--- config.mk ---
export PLATFORM = sky130hd
export DESIGN_NAME = axi_lite_rd_arbiter
export DESIGN_NICKNAME = d
export VERILOG_FILES = /design/src/rtl/axi_lite_rd_arbiter.sv
export SDC_FILE = /design/constraint.sdc
export NUM_CORES = 1
export LEC_CHECK = 0
export ABC_AREA = 1
export BUFFER_PORTS_ARGS = -buffer_cell sky130_fd_sc_hd__buf_2
export CORE_UTILIZATION = 37
export CTS_CLUSTER_DIAMETER = 120
export DETAILED_ROUTE_END_ITERATION = 6
export GPL_TIMING_DRIVEN = 0
export PLACE_DENSITY = 0.79
export SYNTH_ARGS = -nofsm -noshare
export SYNTH_HDL_FRONTEND = slang
export SYNTH_SLANG_ARGS = --single-unit
--- constraint.sdc ---
create_clock -name clk -period 1 [get_ports clk]
set_input_delay 0.1 -clock clk [delete_from_list [all_inputs] [get_ports clk]]
set_output_delay 0.1 -clock clk [all_outputs]
set_load 0.005 [all_outputs]
--- src/rtl/axi_lite_rd_arbiter.sv ---
// Two-master, one-slave AXI-lite read arbiter: one AR->R transaction in flight at a time,
// round-robin on ties, address registered toward the slave.
module axi_lite_rd_arbiter #(
    parameter int ADDR_W = 32,
    parameter int DATA_W = 32
) (
    input  logic              clk,
    input  logic              resetn,
    input  logic              m0_arvalid,
    input  logic [ADDR_W-1:0] m0_araddr,
    output logic              m0_arready,
    output logic              m0_rvalid,
    output logic [DATA_W-1:0] m0_rdata,
    output logic [1:0]        m0_rresp,
    input  logic              m0_rready,
    input  logic              m1_arvalid,
    input  logic [ADDR_W-1:0] m1_araddr,
    output logic              m1_arready,
    output logic              m1_rvalid,
    output logic [DATA_W-1:0] m1_rdata,
    output logic [1:0]        m1_rresp,
    input  logic              m1_rready,
    output logic              s_arvalid,
    output logic [ADDR_W-1:0] s_araddr,
    input  logic              s_arready,
    input  logic              s_rvalid,
    input  logic [DATA_W-1:0] s_rdata,
    input  logic [1:0]        s_rresp,
    output logic              s_rready
);

    typedef enum logic [1:0] {
        IDLE = 2'd0,
        ADDR = 2'd1,
        DATA = 2'd2
    } state_t;

    state_t            state_q, state_d;
    logic              grant_q, grant_d;
    logic              last_grant_q, last_grant_d;
    logic [ADDR_W-1:0] araddr_q, araddr_d;

    logic [1:0]        req;
    logic              pick;
    logic [1:0]        m_arready;
    logic [1:0]        m_rvalid;
    logic [1:0]        fwd;
    logic [DATA_W-1:0] m_rdata [2];
    logic [1:0]        m_rresp [2];

    assign req  = {m1_arvalid, m0_arvalid};
    // M1 wins when it is the only requester, or on a tie when M0 was served last
    assign pick = req[1] & (~req[0] | ~last_grant_q);

    always_comb begin
        state_d      = state_q;
        grant_d      = grant_q;
        last_grant_d = last_grant_q;
        araddr_d     = araddr_q;
        case (state_q)
            IDLE: begin
                if (|req) begin
                    grant_d  = pick;
                    araddr_d = pick ? m1_araddr : m0_araddr;
                    state_d  = ADDR;
                end
            end
            ADDR: begin
                if (s_arready) begin
                    state_d = DATA;
                end
            end
            DATA: begin
                if (s_rvalid && s_rready) begin
                    last_grant_d = grant_q;
                    state_d      = IDLE;
                end
            end
            default: state_d = IDLE;
        endcase
    end

    always_ff @(posedge clk or negedge resetn) begin
        if (!resetn) begin
            state_q      <= IDLE;
            grant_q      <= 1'b0;
            last_grant_q <= 1'b1;
            araddr_q     <= '0;
        end else begin
            state_q      <= state_d;
            grant_q      <= grant_d;
            last_grant_q <= last_grant_d;
            araddr_q     <= araddr_d;
        end
    end

    generate
        for (genvar gi = 0; gi < 2; gi++) begin : g_master
            // arready is combinational, so it is also masked while reset is asserted
            assign m_arready[gi] = resetn && (state_q == IDLE) && req[gi] && (pick == (gi == 1));
            assign fwd[gi]       = (state_q == DATA) && (grant_q == (gi == 1));
            assign m_rvalid[gi]  = fwd[gi] && s_rvalid;
            assign m_rdata[gi]   = fwd[gi] ? s_rdata : '0;
            assign m_rresp[gi]   = fwd[gi] ? s_rresp : 2'b00;
        end
    endgenerate

    assign m0_arready = m_arready[0];
    assign m1_arready = m_arready[1];
    assign m0_rvalid  = m_rvalid[0];
    assign m1_rvalid  = m_rvalid[1];
    assign m0_rdata   = m_rdata[0];
    assign m1_rdata   = m_rdata[1];
    assign m0_rresp   = m_rresp[0];
    assign m1_rresp   = m_rresp[1];

    assign s_arvalid  = (state_q == ADDR);
    assign s_araddr   = s_arvalid ? araddr_q : '0;
    assign s_rready   = (state_q == DATA) && (grant_q ? m1_rready : m0_rready);

endmodule
==> out/qor.csv, run 1 <==
stage;metric;value;unit
pwr;internal_power;6527;uW
yosys;synth_top_cell_area_share;0.3192;
die;fp.dieH;88.12;microns
drt;wl;10560;microns
sta;fin_crit_sh;1.551;
finish;syn_to_final_growth;77.84;%
critical_path;crit_chain;inv_2, nor2_4, nand2_4, buf_4, nor2_1, buf_2;
drt;wl_per_cell;13.10;microns
finish;finalNetCount;809;
clocking;clockBufferDepth;2;
drt;viasPerCell;4.538;
pwr;power_switching;5039;uW
clocking;path_clk_slew;70;ps
critical_path;critPathCaptureType;output pin;
sta;drv_slew;0;
critical_path;max_stage_delay;400;ps
die;start_util;0.3803;
yosys;syn_avg_cell_area;6.017;sq um
sta;rsz0062_at_grt;yes;
yosys;yosys_warnings;0;
critical_path;reg2reg_slack;-400;ps
global_route;grt_pass1_wl;15080;microns
critical_path;worstReg2RegEnd;araddr_q[18]$_DFFE_PN0P_;
pwr;power_frac_clock;0.123;
drt;vias;3658;
clocking;h-tree-depth;2;
yosys;synth_cell_types;19;
critical_path;path_buf_inv;3;
finish;final_common_cell;buf_2;
finish;fin_util;0.6764;
yosys;synth.area.top_cells;dfrtp_1 (32%), nand2_1 (15%), nor2_1 (14%);
clocking;clk_latency;290;ps
drt;remaining_drc_errors;0;
sta;slew_headroom;0.6473;
clocking;cts-root-buf;clkbuf_8;
sta;max_freq;0.6449;GHz
clocking;cts_made_buffers;5;
global_route;grt.total_usage;0.2565;
sta;finalCriticalPeriod;1551;ps
clocking;cts_tree;done;
pwr;power.density;2370;nW/um^2
clocking;clock_sinks;36;
critical_path;worst_r2r_path_depth;8;
yosys;synthesis.area;2744;sq um
yosys;ys_seq_area_frac;0.3288;
hold_path;min_path_type;in2async;
critical_path;worstSetupPathType;reg2out;
critical_path;critPathTopFamily;flip-flops;
outcome;violations;hold timing, setup timing;
yosys;synth_seq_cells;36;
place;dp_hpwl;7350;microns
critical_path;cp.arrival;1450;ps
critical_path;cp.required;900;ps
global_route;grt_overflow;0;
sta;hold_ws;-192.1;ps
yosys;netlist_instances;456;
yosys;yosysTopAreaCell;dfrtp_1;
critical_path;crit_slowest_cell;dfrtp_1;
drt;antenna_left;0;
pwr;swShare;0.4357;
pwr;vdd_drop_max;0.001245;V
place;place_congestion;0.6960;
sta;worst_slew_pin_slew;529.1;ps
critical_path;crit_fanout;6;
critical_path;start_kind;register;
drt;drt-pass1-iter-count;6;
sta;hold_viol;35;
global_route;grt_max_degree;39;
pwr;power_leakage;0.003053;uW
job;maxCapViolations;0;
global_route;antenna_found_initial;3;
die;dieArea;7764;sq um
critical_path;r2r_start;state_q[1]$_DFFE_PN0P_;
pwr;power_frac_seq;0.236;
place;io_buffers;210;
outcome;status;finished with violations;
die;die_w;88.12;microns
sta;setup_viol;142;
pwr;p_total;11570;uW
sta;setup_ws;-550.6;ps
finish;drive_gt1_frac;0.5398;
drt;drtIter0Drc;163;
sta;clock_skew;5.676;ps
finish;final_cell_mix;buf_2 (211), inv_1 (99), nand2_1 (82), nor2_1 (56), dfrtp_1 (35);
global_route;grt_pass1_vias;3281;
die;rows;31;
die;ios;212;
die;core-area;7214;sq um
yosys;synth_fp_nets;562;
pwr;p_comb_frac;0.641;
-- cell families after synthesis --
| family | after synthesis | synth area share |
|---|---|---|
| simple gates | 287 | 0.4706 |
| buf+inv | 131 | 0.1970 |
| flops | 36 | 0.3288 |
| compound gates | 2 | 0.003648 |
-- worst max path at each step --
stage                                       from                        to  slack, ps  depth (start not counted)
after floorplan           state_q[0]$_DFFE_PN0P_  araddr_q[10]$_DFFE_PN0P_        -80                          7
after global placement                    resetn                m0_arready       -370                          4
after detailed placement                  resetn                m0_arready       -420                          4
after CTS                 state_q[1]$_DFFE_PN0P_               m0_rdata[5]       -510                          6
after global routing      state_q[1]$_DFFE_PN0P_               m1_rdata[7]       -650                          6
final                     state_q[1]$_DFFE_PN0P_               m0_rdata[7]       -550                          6
-- flip-flops by register name, indices dropped and copies added (netlist names) --
name	flops
grant_q	1
state_q	2
araddr_q	32
last_grant_q	1
-- what timing repair did --
action | 4_1_cts | 5_1_grt
pin swaps | 6 | 55
endpoints found under the hold margin | 35 | 36
cloned | 11 | 1
endpoints found under the setup margin | 140 | 142
setup buffers | 15 | 3
gates resized for setup | 89 | 83
-- power by group through the flow --
stage	clock network [uW]	registers [uW]	logic, uW
2_1_floorplan	0	2550	3130
3_3_place_gp	0	2610	4810
3_5_place_dp	0	2640	4930
4_1_cts	1440	2650	6710
5_1_grt	1500	2810	8160
6_report	1420	2740	7410
-- cell usage after synthesis --
library cell,count
nand2_2,5
inv_2,4
o21ai_0,2
clkbuf_1,2
nor2_1,103
nor2_2,1
and2_1,1
nand4_1,1
nor2_4,2
buf_2,15
nor3_1,1
nand2_1,107
dfrtp_1,35
nand3_1,33
buf_4,8
dfstp_2,1
nor2_8,1
inv_1,102
nand3b_1,32
-- routing by layer --
metal / global-route usage / routed length [microns] / vias up / part of all wire
met3: 0.03770 / 565 / 23 / 0.054
met1: 0.2773 / 4090 / 1674 / 0.39
met4: 0.1041 / 320 / 0 / 0.030
met5: 0 / 0 / - / 0
met2: 0.4961 / 5579 / 145 / 0.53
li1: - / - / 1816 / -
-- area by class of cell --
class                      instances  area [sq um]
fill                             624          2335
multi-input combinational        291          1710
timing repair buffer             237          1334
sequential                        36         902.1
inverter                         106         410.4
buffer                            25         259.0
tap                               99         123.9
clock buffer                       7         96.34
clock inverter                     1         30.03
antenna                            3         7.507
timing repair inverter             1         6.256
-- through the flow --
| stage | cell area [sq um] | std cells | worst slack [ps] | setup TNS [ps] | hold WS [ps] |
|---|---|---|---|---|---|
| finish | 4880 | 806 | -550.6 | -62780 | -192.1 |
| global route | 4880 | 806 | -645.1 | -75330 | -153.0 |
| CTS | 4566 | 799 | -508.1 | -60950 | -55.09 |
| detailed placement | 3958 | 765 | -417.9 | -29510 | 259.6 |
| global placement | 3958 | 765 | -371.7 | -27980 | 242.4 |
| floorplan | 2783 | 456 | -82.98 | -6790 | -195.6 |
Note: power is estimated with default switching activity, not from simulation.
==> inputs of run 2 (changes only) <==
Settings changed: TNS_END_PERCENT set to 50.
==> out/qor.csv, run 2 (synthesis results as in run 1) <==
stage;metric;value;unit
critical_path;cp.arrival;1440;ps
pwr;power.density;2242;nW/um^2
clocking;clock_sinks;36;
critical_path;cp.required;900;ps
place;dp_hpwl;7367;microns
die;core-area;7214;sq um
die;start_util;0.3803;
drt;antenna_left;0;
sta;slew_headroom;0.6461;
die;dieArea;7764;sq um
drt;wl_met2;5200;microns
clocking;cts-root-buf;clkbuf_8;
global_route;antenna_found_initial;3;
sta;clock_skew;10.83;ps
drt;wl;9726;microns
critical_path;crit_fanout;10;
sta;rsz0062_at_grt;yes;
place;place_inst;765;
hold_path;min_path_type;in2async;
place;place_congestion;0.7551;
drt;topRoutingLayerUsed;met4;
drt;wl_per_cell;12.22;microns
finish;syn_to_final_growth;64.71;%
clocking;h-tree-depth;2;
clocking;clk_latency;290;ps
global_route;grt.total_usage;0.2450;
die;rows;31;
sta;finalSetupTns;-60920;ps
die;ios;212;
place;placed_cell_area;3950;sq um
job;maxCapViolations;0;
finish;largest_reg_flops;32;
outcome;violations;hold timing, setup timing;
finish;final_cell_mix;buf_2 (213), nand2_1 (106), inv_1 (100), nor2_1 (64), dfrtp_1 (35);
critical_path;crit_slowest_cell;dfrtp_1;
die;fp.dieH;88.12;microns
critical_path;crit_chain;buf_4, nor2_4, inv_6, buf_8, nor2_2, buf_2;
finish;final_common_cell;buf_2;
finish;stdcell_count;796;
drt;viasPerCell;4.433;
sta;hold_viol;35;
critical_path;start_kind;register;
critical_path;worstSetupPathType;reg2out;
sta;finalCriticalPeriod;1543;ps
drt;drtIter0Drc;111;
pwr;power_leakage;0.002950;uW
sta;max_freq;0.6480;GHz
sta;worst_slew_pin_slew;530.9;ps
pwr;vdd_drop_max;0.001085;V
finish;stdcell_area;4519;sq um
global_route;grt_overflow;0;
drt;drt-pass1-iter-count;5;
sta;fin_crit_sh;1.543;
global_route;grt_max_degree;39;
global_route;grt_pass1_wl;14680;microns
clocking;clockBufferDepth;2;
drt;wl_met3;565;microns
clocking;cts_tree;done;
global_route;grt_pass1_vias;3274;
finish;finalNetCount;799;
sta;setup_ws;-543.2;ps
sta;setup_viol;142;
die;die_w;88.12;microns
outcome;status;finished with violations;
critical_path;max_stage_delay;410;ps
clocking;cts_made_buffers;5;
finish;drive_gt1_frac;0.4582;
finish;regMostFlops;araddr_q;
drt;vias;3529;
sta;drv_slew;0;
place;io_buffers;210;
critical_path;critPathCaptureType;output pin;
drt;drt-met1-wl;3790;microns
clocking;path_clk_slew;80;ps
drt;remaining_drc_errors;0;
sta;hold_ws;-202.8;ps
finish;reg_top3;araddr_q: 32 flops, state_q: 2 flops;
-- run 2: worst paths after layout --
check,endpoint,start,slack [ps],cells past startpoint
max,s_araddr[28],state_q[1]$_DFFE_PN0P_,-540,6
min,araddr_q[26]$_DFFE_PN0P_,resetn,-200,1
max reg2reg,araddr_q[14]$_DFFE_PN0P_,last_grant_q$_DFFE_PN1P_,-320,8
min reg2reg,araddr_q[17]$_DFFE_PN0P_,araddr_q[17]$_DFFE_PN0P_,480,2
max in group asynchronous,last_grant_q$_DFFE_PN1P_,resetn,820,1
min in group clk,state_q[0]$_DFFE_PN0P_,s_arready,40,2
-- run 2: critical path, delay by kind of cell (launching register included) --
| family | cells | cell delay, ps |
|---|---|---|
| buf+inv | 4 | 500 |
| flops | 1 | 410 |
| simple gates | 2 | 230 |
-- run 2: layer usage --
layer / up-vias / track usage
li1: 1789 / -
met2: 137 / 0.4778
met5: - / 0
met4: 0 / 0.07625
met3: 14 / 0.03393
met1: 1589 / 0.2722
-- run 2: per-stage QoR --
stage	power, uW	util	setup WS, ps
after floorplan	5657	-	-82.98
after global placement	7401	0.5475	-326.1
after detailed placement	7550	0.5475	-379.0
after CTS	9815	0.6053	-533.5
after global routing	11040	0.6264	-589.8
final	10130	0.6264	-543.2
-- run 2: what timing repair did --
action,in CTS,in global routing
cloned,3,0
hold endpoints to repair,35,35
gates resized for setup,67,28
buffers inserted,10,7
pin swaps,4,6
setup endpoints to repair,140,142
-- run 2: where the power goes --
group	leakage, uW	internal [uW]	switching (uW)
sequential	0.000436	2210	435
combinational	0.00246	2900	3450
clock	0.0000516	564	574
total	0.00295	5670	4460
-- run 2: final cells by class --
| cell class | count | area [sq um] |
|---|---|---|
| buffer | 25 | 241.5 |
| antenna | 3 | 7.507 |
| multi-input combinational | 289 | 1495 |
| fill | 669 | 2695 |
| sequential | 36 | 902.1 |
| clock buffer | 6 | 82.58 |
| timing repair buffer | 230 | 1242 |
| inverter | 106 | 410.4 |
| tap | 99 | 123.9 |
| clock inverter | 2 | 13.76 |
==> inputs of run 3 (changes only) <==
Settings changed: CAP_MARGIN set to 20, CTS_BUF_LIST set to sky130_fd_sc_hd__clkbuf_16.
==> out/qor.csv, run 3 (synthesis results as in run 1) <==
stage;metric;value;unit
finish;final_common_cell;buf_2;
pwr;power_leakage;0.002960;uW
die;die_w;88.12;microns
pwr;power.density;2308;nW/um^2
die;fp.dieH;88.12;microns
place;io_buffers;210;
finish;fill_cells;669;
critical_path;crit_cells;6;
critical_path;cp.arrival;1420;ps
sta;slew_headroom;0.6418;
global_route;grt_overflow;0;
outcome;violations;hold timing, setup timing;
critical_path;worstSetupPathType;reg2out;
sta;rsz0062_at_grt;yes;
hold_path;min_path_type;in2async;
drt;wl;9819;microns
drt;vias;3546;
clocking;clock_sinks;36;
drt;drt-pass1-iter-count;5;
sta;fin_crit_sh;1.523;
finish;finalNetCount;797;
critical_path;crit_chain;buf_4, nor2_4, inv_6, buf_8, nor2_2, buf_2;
place;place_congestion;0.7551;
pwr;p_total;10490;uW
finish;largest_reg_flops;32;
sta;max_freq;0.6568;GHz
sta;setup_ws;-522.6;ps
pwr;vdd_drop_max;0.001073;V
drt;drtIter0Drc;105;
finish;syn_to_final_growth;65.75;%
place;dp_hpwl;7367;microns
sta;setup_viol;142;
finish;final_cell_mix;buf_2 (213), nand2_1 (106), inv_1 (101), nor2_1 (64), dfrtp_1 (35);
finish;regMostFlops;araddr_q;
clocking;clockBufferDepth;2;
finish;multi_input_area;1500;sq um
sta;clock_skew;6.591;ps
global_route;grt_pass1_vias;3289;
clocking;cts_tree;done;
outcome;status;finished with violations;
critical_path;start_kind;register;
clocking;cts_made_buffers;5;
finish;reg_top3;araddr_q: 32 flops, state_q: 2 flops;
die;dieArea;7764;sq um
sta;worst_slew_pin_slew;537.4;ps
global_route;grt_pass1_wl;14810;microns
critical_path;max_stage_delay;400;ps
drt;wl_per_cell;12.37;microns
critical_path;path_buf_inv;4;
critical_path;critPathCaptureType;output pin;
global_route;grt_max_degree;39;
die;start_util;0.3803;
place;place_inst;765;
critical_path;cp.required;900;ps
critical_path;crit_fanout;10;
critical_path;crit_slowest_cell;dfrtp_1;
die;ios;212;
finish;regArea;902.1;sq um
sta;finalCriticalPeriod;1523;ps
clocking;path_clk_slew;60;ps
die;rows;31;
clocking;clk_latency;280;ps
finish;drive_gt1_frac;0.4538;
die;core-area;7214;sq um
drt;remaining_drc_errors;0;
sta;hold_ws;-180.8;ps
sta;hold_viol;35;
clocking;cts-root-buf;clkbuf_16;
global_route;grt.total_usage;0.2478;
drt;antenna_left;0;
drt;viasPerCell;4.466;
critical_path;critPathTopFamily;buffers and inverters;
sta;drv_slew;0;
clocking;h-tree-depth;2;
job;maxCapViolations;0;
critical_path;worst_r2r_path_depth;8;
finish;stdcell_count;794;
global_route;antenna_found_initial;3;
run 3: cell types whose count changed in the layout (fill, tap and decap cells not counted), moves of 2 or more:
cell	previous run	this run
clkbuf_8	6	0
buf_4	18	16
buf_6	16	18
clkbuf_16	0	5
buf_8	4	2
run 3: cell type report:
cell class / count / area share
Multi-Input combinational cell: 289 / 0.3298
Clock buffer: 5 / 0.02751
Sequential cell: 36 / 0.1983
Timing Repair Buffer: 228 / 0.2699
Buffer: 25 / 0.05144
Clock inverter: 3 / 0.003851
Inverter: 106 / 0.09023
Antenna cell: 3 / 0.001651
Tap cell: 99 / 0.02724
run 3: per-layer routing:
layer | vias up | part of all wire | track usage
met4 | 0 | 0.018 | 0.07185
met2 | 137 | 0.53 | 0.4813
li1 | 1789 | - | -
met5 | - | 0 | 0
met3 | 15 | 0.053 | 0.03864
met1 | 1605 | 0.39 | 0.2763
run 3: worst paths after layout:
kind / from / to / slack (ps)
max in group asynchronous: resetn / araddr_q[3]$_DFFE_PN0P_ / 800
min in group clk: s_arready / state_q[0]$_DFFE_PN0P_ / 60
hold / removal: resetn / araddr_q[26]$_DFFE_PN0P_ / -180
setup / recovery: state_q[1]$_DFFE_PN0P_ / s_araddr[28] / -520
setup reg to reg: state_q[0]$_DFFE_PN0P_ / araddr_q[15]$_DFFE_PN0P_ / -300
hold reg to reg: araddr_q[17]$_DFFE_PN0P_ / araddr_q[17]$_DFFE_PN0P_ / 480
run 3: power breakdown:
| part | switching, uW | internal (uW) |
|---|---|---|
| clock network | 622 | 919 |
| logic | 3450 | 2850 |
| registers | 436 | 2220 |
| total | 4510 | 5980 |
run 3: timing repair:
action,CTS,global route
cloned,3,0
endpoints found under the setup margin,140,142
hold endpoints to repair,35,35
gates resized for setup,67,26
pin swaps,4,6
buffers inserted,10,5
run 3: metrics by stage:
| step | utilization | setup slack, ps | cell area, sq um | TNS (ps) |
|---|---|---|---|---|
| 2_1_floorplan | - | -82.98 | 2775 | -6816 |
| 3_3_place_gp | 0.5475 | -326.1 | 3950 | -28120 |
| 3_5_place_dp | 0.5475 | -379.0 | 3950 | -31270 |
| 4_1_cts | 0.6117 | -512.0 | 4413 | -57730 |
| 5_1_grt | 0.6304 | -575.5 | 4548 | -68550 |
| 6_report | 0.6304 | -522.6 | 4548 | -57980 |
